`src/rtl/serial_subtractor.sv`:
```
// rtl/serial_subtractor.sv - bit-serial two's-complement subtract/negate/pass/zero stage
module serial_subtractor #(
    parameter int INSTR_BITS   = 20,
    parameter int FLYBACK_TIME = 4
) (
    input  logic       w_DPG,
    input  logic       w_RESET_N,
    input  logic       w_A_DATA_OUT,
    input  logic       w_MS_DATA_OUT,
    input  logic [1:0] b_OP,
    output logic       w_RESULT,
    output logic       w_NEG,
    output logic       w_OVF,
    output logic       w_WORD_DONE
);

    localparam int WORD_BEATS = INSTR_BITS + FLYBACK_TIME;
    localparam int CW         = $clog2(WORD_BEATS) + 1;

    localparam logic [CW-1:0] LAST_BEAT  = CW'(WORD_BEATS - 1);
    localparam logic [CW-1:0] MSB_BEAT   = CW'(INSTR_BITS - 1);
    localparam logic [CW-1:0] DATA_BEATS = CW'(INSTR_BITS);

    localparam logic [1:0] OP_NEG  = 2'b00;
    localparam logic [1:0] OP_SUB  = 2'b01;
    localparam logic [1:0] OP_PASS = 2'b10;
    localparam logic [1:0] OP_ZERO = 2'b11;

    logic [CW-1:0] beat;
    logic [1:0]    op_q;
    logic          carry_q;

    logic       first_beat;
    logic       data_beat;
    logic [1:0] op_eff;
    logic       a_bit;
    logic       s_bit;
    logic       c_in;
    logic       sum_bit;
    logic       c_out;

    // Operand selection and one full-adder slice; beat 0 uses b_OP directly
    // because the op latch only captures it on that same edge.
    always_comb begin
        first_beat = (beat == '0);
        data_beat  = (beat < DATA_BEATS);
        op_eff     = first_beat ? b_OP : op_q;
        a_bit      = ((op_eff == OP_SUB) || (op_eff == OP_PASS)) ? w_A_DATA_OUT : 1'b0;
        s_bit      = ((op_eff == OP_SUB) || (op_eff == OP_NEG)) ? ~w_MS_DATA_OUT : 1'b0;
        c_in       = first_beat ? ((op_eff == OP_SUB) || (op_eff == OP_NEG)) : carry_q;
        sum_bit    = a_bit ^ s_bit ^ c_in;
        c_out      = (a_bit & s_bit) | (a_bit & c_in) | (s_bit & c_in);
    end

    // Free-running beat counter covering data and flyback beats.
    always_ff @(posedge w_DPG or negedge w_RESET_N) begin
        if (!w_RESET_N) begin
            beat <= '0;
        end else if (beat == LAST_BEAT) begin
            beat <= '0;
        end else begin
            beat <= beat + 1'b1;
        end
    end

    // Operation is captured at beat 0 and held for the rest of the word.
    always_ff @(posedge w_DPG or negedge w_RESET_N) begin
        if (!w_RESET_N) begin
            op_q <= OP_ZERO;
        end else if (first_beat) begin
            op_q <= b_OP;
        end
    end

    // Ripple carry between data beats; cleared in flyback so nothing leaks across words.
    always_ff @(posedge w_DPG or negedge w_RESET_N) begin
        if (!w_RESET_N) begin
            carry_q <= 1'b0;
        end else if (data_beat) begin
            carry_q <= c_out;
        end else begin
            carry_q <= 1'b0;
        end
    end

    // Registered serial result: bit k appears in beat k+1, zero otherwise.
    always_ff @(posedge w_DPG or negedge w_RESET_N) begin
        if (!w_RESET_N) begin
            w_RESULT <= 1'b0;
        end else if (data_beat) begin
            w_RESULT <= sum_bit;
        end else begin
            w_RESULT <= 1'b0;
        end
    end

    // Sign and overflow captured from the MSB slice, held until the next word ends.
    always_ff @(posedge w_DPG or negedge w_RESET_N) begin
        if (!w_RESET_N) begin
            w_NEG <= 1'b0;
            w_OVF <= 1'b0;
        end else if (beat == MSB_BEAT) begin
            w_NEG <= sum_bit;
            w_OVF <= c_in ^ c_out;
        end
    end

    // One-beat completion pulse aligned with the MSB on w_RESULT.
    always_ff @(posedge w_DPG or negedge w_RESET_N) begin
        if (!w_RESET_N) begin
            w_WORD_DONE <= 1'b0;
        end else begin
            w_WORD_DONE <= (beat == MSB_BEAT);
        end
    end

endmodule

```
`config.mk`:
```
export PLATFORM = sky130hd
export DESIGN_NAME = serial_subtractor
export DESIGN_NICKNAME = d
export VERILOG_FILES = /design/src/rtl/serial_subtractor.sv
export SDC_FILE = /design/constraint.sdc
export NUM_CORES = 1
export LEC_CHECK = 0
export BUFFER_PORTS_ARGS = -buffer_cell sky130_fd_sc_hd__buf_4
export CAP_MARGIN = 0
export CORE_AREA = 2 2 39 41
export CTS_BUF_LIST = sky130_fd_sc_hd__clkbuf_4 sky130_fd_sc_hd__clkbuf_8
export DETAILED_ROUTE_END_ITERATION = 8
export DIE_AREA = 0 0 41 43
export GPL_TIMING_DRIVEN = 0
export PLACE_DENSITY = 0.73
export SKIP_LAST_GASP = 1
export SYNTH_ARGS = -nofsm -noshare
export SYNTH_HDL_FRONTEND = slang
export SYNTH_SLANG_ARGS = --single-unit
```
`constraint.sdc`:
```
create_clock -name w_DPG -period 5 [get_ports w_DPG]
set_clock_uncertainty 0.05 [all_clocks]
set_input_delay 0.5 -clock w_DPG [delete_from_list [all_inputs] [get_ports w_DPG]]
set_output_delay 0.5 -clock w_DPG [all_outputs]
set_load 0.005 [all_outputs]
```
==> results of run 1 <==
-- cells by family after synthesis --
| kind of cell | share of synthesized area |
|---|---|
| adder cells (fa/ha/maj) | 0.06949 |
| buffers and inverters | 0.02316 |
| flip-flops | 0.5058 |
| AO/OA/AOI/OAI | 0.08687 |
| multiplexers | 0.07142 |
| AND/OR/NAND/NOR | 0.1757 |
| XOR/XNOR | 0.06758 |
-- critical path, delay by kind of cell (launching register included) --
family / cells / cell delay, ns
and+or+nand+nor: 3 / 0.60
adders and majority gates: 2 / 0.56
DFF: 1 / 0.41
muxes: 1 / 0.31
xor gates and xnor gates: 1 / 0.19
AOI/OAI and AO/OA: 1 / 0.08
buffers and inverters: 1 / 0.07
-- synth_stat cells, types with 2 or more instances --
library cell	instances	area [um^2]
dfstp_2	2	52.55
xor2_1	2	17.52
xnor2_1	3	26.28
nand3_1	2	10.01
nor2_1	4	15.01
ha_1	2	25.02
o21ai_0	3	15.01
nand2_1	4	15.01
inv_1	4	15.01
a21oi_1	2	10.01
mux2i_1	2	20.02
dfrtp_1	11	275.3
a211oi_1	2	15.01
-- routing by layer --
layer	vias to the layer above	share of wire	track usage
met5	-	0	0
met4	0	0.0097	0.08000
met3	2	0.071	0.03141
met2	13	0.44	0.2156
met1	205	0.47	0.1871
li1	214	-	-
-- power by group through the flow --
stage	logic, W	clock network, W	registers [W]
3_3_place_gp	0.0000248	0	0.000116
2_1_floorplan	0.0000111	0	0.000116
6_report	0.0000248	0.0000693	0.000114
3_5_place_dp	0.0000255	0	0.000116
5_1_grt	0.0000279	0.0000772	0.000114
4_1_cts	0.0000254	0.0000713	0.000114
-- worst paths after layout --
kind / endpoint / slack [ns]
setup / recovery: w_OVF$_DFFE_PN0P_ / 2.61
hold / removal: w_OVF$_DFFE_PN0P_ / 0.006
setup reg to reg: w_OVF$_DFFE_PN0P_ / 2.61
hold reg to reg: beat[0]$_DFF_PN0_ / 0.44
max in group asynchronous: op_q[1]$_DFF_PN1_ / 4.66
min in group w_DPG: op_q[0]$_DFF_PN1_ / 0.44
-- sequential cells by signal, summed over array words and instances (netlist names) --
name and flops:
beat 6, op_q 2, carry_q 1, w_NEG 1, w_OVF 1, w_RESULT 1
w_WORD_DONE 1
-- metrics by stage --
step	total power (W)	instance area, um^2	hold slack (ns)	worst slack (ns)	cells
after floorplan	0.0001272	648.1	0.1544	2.748	56
after global placement	0.0001404	735.7	0.3019	2.613	81
after detailed placement	0.0001412	735.7	0.3037	2.593	81
after CTS	0.0002104	765.7	0.005949	2.577	85
after global routing	0.0002194	765.7	0.002891	2.477	85
final	0.0002077	765.7	0.005594	2.605	85
-- layout make-up --
| cell class | count | area (um^2) |
|---|---|---|
| repair buffers | 9 | 67.56 |
| clock buffers | 4 | 30.03 |
| multi-input cells | 39 | 305.3 |
| flip-flops and latches | 13 | 327.8 |
| fillers | 128 | 618.1 |
| inverters | 4 | 15.01 |
| well taps | 16 | 20.02 |
==> metrics.csv, run 1 <==
metric,value,unit
Max Slew Vio Count,0,
number of flops mapped to enable cells by yosys,0,
Initial Util,0.4684,
fin crit period,2.395,ns
Final HPWL DP,781.9,um
prevailing post-synth register cell,dfrtp_1,
Post-DRT Antenna Nets,0,
endpoint class of the critical path,register,
clock sink count,13,
Power Internal,0.0001617,W
Clk pwr share,0.334,
Worst Path Required,5.10,ns
IO Port Bufs,9,
WL final,1033,um
cell breakdown of the critical path,inv_1 -> ha_1 -> nor3b_4 -> nand2b_4 -> mux2_4 -> or2_1 -> fa_1 -> xnor2_1 -> a21oi_1,
maximum vdd drop,0.1052,mV
Layout area overhead,18.15,%
most frequent cells in the layout,"dfrtp_1, buf_4",
Syn Nets,65,
Leak,0.3479,nW
final setup fails,0,
crit path max-delay cell type,fa_1,
sequential power share,0.547,
reg2reg path depth,9,
post-DR wirelength/cell,12.15,um
die area,1763,um^2
max cap viols,0,
Post-CTS Setup Bufs,0,
pwr dens,271.2,nW/um^2
Ys Warns,0,
Final Util,0.5533,
R2R Path Start,beat[0]$_DFF_PN0_,
CP Launch Point,beat[0]$_DFF_PN0_,
largest net degree at the start of global routing,14,
first-pass GRT wire length,1725,um
Yosys reg bits,13,
sw power,0.00004598,W
First-pass DRT Iterations,4,
Crit Path Class,register to register,
Comb pwr share,0.119,
number of H-tree levels,1,
"FFs w/ async S/R, synth",1.000,
outcome,"finished, final reports clean",
clock tree buffer depth,2,
cell count after synthesis,56,
Die Wd,41,um
maximum fanout along the worst path,6,
# diodes,0,
row cnt,14,
"most common cell after layout, fill and taps aside",dfrtp_1,
crit start category,register,
"Distinct cells, synth",26,
hold crit path type,input pin to async pin,
setup tns final,0,ns
Fin. Hold Viols,0,
unrepaired setup endpoints after global routing,no,
Worst Path Arrival,2.49,ns
Die Ht,43,um
Final Cycle Share,0.4789,
Peak Freq,417.6,MHz
"Largest stage delay, worst path",0.43,ns
Via density,5.106,
switch share,0.2214,
slew margin rel.,0.7809,
"CTS clk-pin slew, worst paths",0.08,ns
number of global-route vias before repair,402,
fin nets,79,
post-cts repair resize count,0,
via count,434,
RePlAce Congestion,0.7437,
"Avg Cell Area, Syn",11.57,um^2
drt drc,0,
grt total ovfl,0,
"Seq/Total Area, Yosys",0.5058,
cts bufs inserted,3,
clock latency on the worst-skew pair,0.27,ns
Least-Margin Pin Slew,0.3274,ns
CTS tree,built,
global-route usage over all layers,0.1450,
fraction of final layout cells sized beyond drive strength 1,0.3043,
Netlist Area Pre-Place,648.1,um^2
DR iter-0 viols,9,
hold_buf cts,0,
clk root buf,clkbuf_4,
initial antenna violation count,0,
Core ar.,1384,um^2
Top-Level Pins,10,
Power figures use the tool's default switching activity.
==> run 2: changes to the inputs <==
Settings changed: ABC_AREA set to 1, PLACE_DENSITY 0.73 to 0.72.
Clock period 5 ns to 2.21 ns, I/O delays scaled along.
==> metrics.csv, run 2 <==
metric,value,unit,change
setup ws final,0.1819,ns,was 2.605 ns
Worst Path Required,2.32,ns,was 5.10 ns
pwr dens,600.0,nW/um^2,was 271.2 nW/um^2
"FFs w/ async S/R, synth",1.000,,unchanged
clock sink count,13,,unchanged
Crit Path Class,register to register,,unchanged
"CTS clk-pin slew, worst paths",0.08,ns,about the same
"Seq/Total Area, Yosys",0.5188,,was 0.5058
number of global-route vias before repair,466,,was 402
DR iter-0 viols,0,,was 9
most common cell in the netlist,nand2_1,,was dfrtp_1
Max Slew Vio Count,0,,unchanged
Die Wd,41,um,unchanged
via count,475,,was 434
WL final,1078,um,was 1033 um
CTS tree,built,,unchanged
"Distinct cells, synth",21,,was 26
switch share,0.2197,,was 0.2214
"most common cell after layout, fill and taps aside",nand2_1,,was dfrtp_1
fin nets,92,,was 79
cts bufs inserted,3,,unchanged
max cap viols,0,,unchanged
Leak,0.3673,nW,was 0.3479 nW
fraction of final layout cells sized beyond drive strength 1,0.2927,,was 0.3043
prevailing post-synth register cell,dfrtp_1,,unchanged
fin crit period,2.028,ns,was 2.395 ns
Clk pwr share,0.337,,was 0.334
Initial Util,0.4566,,was 0.4684
sw power,0.0001018,W,was 0.00004598 W
number of H-tree levels,1,,unchanged
hold slack final,0.1860,ns,was 0.005594 ns
reg2reg path depth,10,,was 9
largest registers,"beat: 6 flops, op_q: 2 flops",,unchanged
Final HPWL DP,814.9,um,was 781.9 um
IO Port Bufs,9,,unchanged
Setup WS pre-CTS,0.1156,ns,was 2.593 ns
# fillers,118,,was 128
Ys Warns,0,,unchanged
maximum fanout along the worst path,4,,was 6
Fin. Hold Viols,0,,unchanged
Top-Level Pins,10,,unchanged
Via density,4.847,,was 5.106
drt drc,0,,unchanged
maximum vdd drop,0.2797,mV,was 0.1052 mV
Die Ht,43,um,unchanged
initial antenna violation count,0,,unchanged
clk root buf,clkbuf_4,,unchanged
largest net degree at the start of global routing,14,,unchanged
die area,1763,um^2,unchanged
# diodes,0,,unchanged
cell taking the most area after synthesis,dfrtp_1,,unchanged
Layout area overhead,22.18,%,was 18.15%
Final Cycle Share,0.9177,,was 0.4789
Final Instance Area,772.0,um^2,was 765.7 um^2
first-pass GRT wire length,1794,um,was 1725 um
number of flops mapped to enable cells by yosys,0,,unchanged
cell count after synthesis,67,,was 56
clock tree buffer depth,2,,unchanged
Netlist Area Pre-Place,631.9,um^2,was 648.1 um^2
Yosys reg bits,13,,unchanged
sequential power share,0.553,,was 0.547
Peak Freq,493.1,MHz,was 417.6 MHz
Power Internal,0.0003615,W,was 0.0001617 W
grt total ovfl,0,,unchanged
hold crit path type,input pin to register,,was input pin to async pin
clock latency on the worst-skew pair,0.27,ns,about the same
outcome,"finished, final reports clean",,unchanged
Worst Path Arrival,2.14,ns,was 2.49 ns
final setup fails,0,,unchanged
RePlAce Congestion,0.7478,,was 0.7437
Least-Margin Pin Slew,0.3343,ns,was 0.3274 ns
post-DR wirelength/cell,11.00,um,was 12.15 um
crit start category,register,,unchanged
Syn Nets,76,,was 65
Post-DRT Antenna Nets,0,,unchanged
slew margin rel.,0.7754,,was 0.7809
top post-synthesis cells by count,"nand2_1, dfrtp_1, inv_1",,"was dfrtp_1, inv_1, nand2_1, nor2_1"
most frequent cells in the layout,"nand2_1, dfrtp_1, buf_4",,"was dfrtp_1, buf_4"
global-route usage over all layers,0.1529,,was 0.1450
Core ar.,1384,um^2,unchanged
"Avg Cell Area, Syn",9.431,um^2,was 11.57 um^2
Largest Register,beat,,unchanged
First-pass DRT Iterations,1,,was 4
Comb pwr share,0.111,,was 0.119
"Cell Area, Placed",719.4,um^2,was 735.7 um^2
setup tns final,0,ns,unchanged
endpoint class of the critical path,register,,unchanged
hold path cells,3,,
row cnt,14,,unchanged
share of the synthesized area in the top cell type,0.4356,,was 0.4247
unrepaired setup endpoints after global routing,no,,unchanged
Synth area leaders,"dfrtp_1, dfstp_2, nand2_1, nand4_1, inv_1",,"was dfrtp_1, dfstp_2, xnor2_1, ha_1, fa_1"
max FFs per register,6,,unchanged
-- run 2: metrics by stage --
stage | util | power [W] | instances
after floorplan | - | 0.0002819 | 67
after global placement | 0.5199 | 0.0003096 | 92
after detailed placement | 0.5199 | 0.0003110 | 92
after CTS | 0.5488 | 0.0004743 | 97
after global routing | 0.5579 | 0.0004889 | 98
final | 0.5579 | 0.0004632 | 98
-- run 2: path summary, 6_finish.rpt --
kind / from / endpoint / slack, ns
setup / recovery: beat[0]$_DFF_PN0_ / w_OVF$_DFFE_PN0P_ / 0.18
hold / removal: b_OP[0] / op_q[0]$_DFF_PN1_ / 0.19
setup reg to reg: beat[0]$_DFF_PN0_ / w_OVF$_DFFE_PN0P_ / 0.18
hold reg to reg: w_OVF$_DFFE_PN0P_ / w_OVF$_DFFE_PN0P_ / 0.44
max in group asynchronous: w_RESET_N / op_q[0]$_DFF_PN1_ / 1.61
min in group asynchronous: w_RESET_N / w_NEG$_DFFE_PN0P_ / 0.27
-- run 2: power by group through the flow --
stage	Sequential [W]	Clock, W	Combinational, W
after floorplan	0.000261	0	0.0000208
after detailed placement	0.000261	0	0.0000501
after global placement	0.000260	0	0.0000495
after CTS	0.000256	0.000166	0.0000516
after global routing	0.000258	0.000171	0.0000600
final	0.000256	0.000156	0.0000513
-- run 2: logic make-up (layout without fill, tap and decap cells) --
| kind of cell | Yosys count | after routing | share of synthesized area |
|---|---|---|---|
| simple gates | 37 | 37 | 0.3030 |
| flops | 13 | 13 | 0.5188 |
| buf+inv | 8 | 23 | 0.04753 |
| compound gates | 4 | 4 | 0.03167 |
| fa+ha+maj | 3 | 3 | 0.07128 |
| xor+xnor | 2 | 2 | 0.02773 |
-- run 2: layout make-up --
type                    instances  area (um^2)  share of cell area
flip-flops and latches         13        327.8              0.4246
clock buffers                   4        30.03             0.03890
repair buffers                 11        85.08              0.1102
well taps                      16        20.02             0.02593
multi-input cells              46        279.0              0.3614
inverters                       8        30.03             0.03890
-- run 2: per-layer routing --
layer,GRT usage,vias to the layer above,wire length [um]
met5,0,-,0
met4,0.1000,0,15
met3,0.03141,2,36
li1,-,247,-
met1,0.1824,220,494
met2,0.2344,6,532
-- run 2: repair_timing --
action | 4_1_cts | 5_1_grt
resized for setup | 0 | 2
hold buffers | 1 | 0
buffers inserted | 0 | 1
endpoints found under the setup margin | 0 | 1
hold endpoints to repair | 13 | 0
-- run 2: worst max-delay path: stages (launching register included) --
cell	delay, ns
dfrtp_1	0.42
inv_1	0.07
ha_2	0.21
nand3_2	0.12
nand2_2	0.10
nand2_2	0.06
or2_1	0.24
fa_2	0.37
nand3b_1	0.16
nand3_1	0.08
nand2_1	0.05
==> run 3: changes to the inputs <==
--- a/config.mk
+++ b/config.mk
@@ -15,4 +15,5 @@
 export GPL_TIMING_DRIVEN = 0
 export PLACE_DENSITY = 0.72
+export SETUP_SLACK_MARGIN = 0.4
 export SKIP_LAST_GASP = 1
 export SYNTH_ARGS = -nofsm -noshare
--- a/constraint.sdc
+++ b/constraint.sdc
@@ -3,3 +3,3 @@
 set_input_delay 0.221 -clock w_DPG [delete_from_list [all_inputs] [get_ports w_DPG]]
 set_output_delay 0.221 -clock w_DPG [all_outputs]
-set_load 0.005 [all_outputs]
+set_load 0.05 [all_outputs]
==> metrics.csv, run 3 (synthesis results as in run 2) <==
metric,value,unit,change
Final HPWL DP,831.9,um,was 814.9 um
Hold Path Sink,op_q[0]$_DFF_PN1_,,unchanged
reg-to-reg setup timing slack,0.28,ns,was 0.18 ns
CTS tree,built,,unchanged
"non-filler cells, final",109,,was 98
number of H-tree levels,1,,unchanged
grt total ovfl,0,,unchanged
pwr dens,574.6,nW/um^2,was 600.0 nW/um^2
Core ar.,1384,um^2,unchanged
GR Layer Usage met1,0.2172,,was 0.1824
clk root buf,clkbuf_4,,unchanged
Layout area overhead,40.40,%,was 22.18%
Final Cycle Share,0.8735,,was 0.9177
Die Wd,41,um,unchanged
Worst Path Required,2.34,ns,was 2.32 ns
Fin. Hold Viols,0,,unchanged
Final Util,0.6410,,was 0.5579
Least-Margin Pin Slew,0.3326,ns,was 0.3343 ns
largest registers,"beat: 6 flops, op_q: 2 flops",,unchanged
post-DR wirelength/cell,12.38,um,was 11.00 um
fin crit period,1.930,ns,was 2.028 ns
outcome,"finished, final reports clean",,unchanged
DR iter-0 viols,7,,was 0
unrepaired setup endpoints after global routing,yes,,was no
Crit Path Class,register to register,,unchanged
R2R Path Start,beat[1]$_DFF_PN0_,,was beat[0]$_DFF_PN0_
fraction of final layout cells sized beyond drive strength 1,0.4409,,was 0.2927
clock sink count,13,,unchanged
RePlAce Congestion,0.7191,,was 0.7478
max FFs per register,6,,unchanged
IO Port Bufs,9,,unchanged
crit start category,register,,unchanged
reg2reg path depth,11,,was 10
max cap viols,0,,unchanged
number of global-route vias before repair,537,,was 466
Max Slew Vio Count,0,,unchanged
drt drc,0,,unchanged
Setup WS pre-CTS,0.2193,ns,was 0.1156 ns
Leak,0.4236,nW,was 0.3673 nW
Top Usage Layer GRT,met2,,unchanged
worst reg2reg path endpoint,w_OVF$_DFFE_PN0P_,,unchanged
hold crit path type,input pin to register,,unchanged
setup ws final,0.2796,ns,was 0.1819 ns
initial antenna violation count,0,,unchanged
largest net degree at the start of global routing,14,,unchanged
Worst Path Arrival,2.06,ns,was 2.14 ns
maximum fanout along the worst path,4,,unchanged
"CTS clk-pin slew, worst paths",0.08,ns,about the same
cts bufs inserted,3,,unchanged
clock latency on the worst-skew pair,0.29,ns,was 0.27 ns
Largest Register,beat,,unchanged
row cnt,14,,unchanged
# diodes,0,,unchanged
Die Ht,43,um,unchanged
Inst Count DP,92,,unchanged
Top-Level Pins,10,,unchanged
clock tree buffer depth,2,,unchanged
met3 GRT Util,0.04712,,was 0.03141
Initial Util,0.4566,,unchanged
Post-DRT Antenna Nets,0,,unchanged
fin nets,103,,was 92
endpoint class of the critical path,register,,unchanged
First-pass DRT Iterations,4,,was 1
Hold Startpoint,b_OP[0],,unchanged
die area,1763,um^2,unchanged
first-pass GRT wire length,2132,um,was 1794 um
"most common cell after layout, fill and taps aside",buf_4,,was nand2_1
Pwr Total,0.0005098,W,was 0.0004632 W
hold path cells,3,,unchanged
setup tns final,0,ns,unchanged
Via density,5.028,,was 4.847
most frequent cells in the layout,"buf_4, nand2_1, dfrtp_1",,"was nand2_1, dfrtp_1, buf_4"
WL final,1349,um,was 1078 um
global-route usage over all layers,0.1805,,was 0.1529
maximum vdd drop,0.2942,mV,was 0.2797 mV
via count,548,,was 475
Peak Freq,518.0,MHz,was 493.1 MHz
slew margin rel.,0.7765,,was 0.7754
final setup fails,0,,unchanged
routing usage on met2,0.2969,,was 0.2344
==> run 3: cell count changes in the layout (fill, tap and decap cells not counted), sizes merged <==
cell,before,now
buf,10,21
==> run 3: area by class of cell <==
cell class	count	area [um^2]
clock buffers	4	30.03
repair buffers	22	167.7
well taps	16	20.02
inverters	8	30.03
fillers	115	496.7
multi-input cells	46	309.0
flip-flops and latches	13	330.3
==> run 3: through the flow <==
stage	cell area [um^2]	hold slack [ns]
2_1_floorplan	659.4	-0.1246
3_3_place_gp	747.0	0.02438
3_5_place_dp	747.0	0.02575
4_1_cts	845.8	0.1746
5_1_grt	887.1	0.1915
6_report	887.1	0.1717
==> run 3: report_power, final <==
part           switching (W)  internal [W]
Combinational      0.0000555     0.0000318
Sequential        0.00000521      0.000251
Clock              0.0000838     0.0000825
Total               0.000145      0.000365
==> run 3: worst max path at each step <==
stage                            from           endpoint  cells past startpoint
floorplan           beat[4]$_DFF_PN0_  w_OVF$_DFFE_PN0P_                      8
global placement    beat[4]$_DFF_PN0_  w_OVF$_DFFE_PN0P_                      8
detailed placement  beat[4]$_DFF_PN0_  w_OVF$_DFFE_PN0P_                      8
CTS                 beat[1]$_DFF_PN0_  w_OVF$_DFFE_PN0P_                     11
global route        beat[1]$_DFF_PN0_  w_OVF$_DFFE_PN0P_                     10
finish              beat[1]$_DFF_PN0_  w_OVF$_DFFE_PN0P_                     11
==> run 3: layer usage <==
layer	part of all wire	routed length, um
met2	0.54	730
met5	0	0
met3	0.045	61
met4	0.042	57
met1	0.37	500
==> run 3: critical path: stages (launching register included) <==
cell	delay, ns
dfrtp_1	0.40
inv_2	0.07
ha_4	0.16
nand3_4	0.09
nand2_2	0.09
nand2_2	0.06
nand2_1	0.08
nand3_2	0.09
fa_2	0.41
nand3b_1	0.18
nand3_1	0.08
nand2_1	0.05
==> run 3: what timing repair did <==
item,CTS,global route
hold buffers,1,0
pin swaps,5,1
endpoints found under the setup margin,3,3
gates resized for setup,2,2
buffers inserted,7,5
endpoints found under the hold margin,13,0
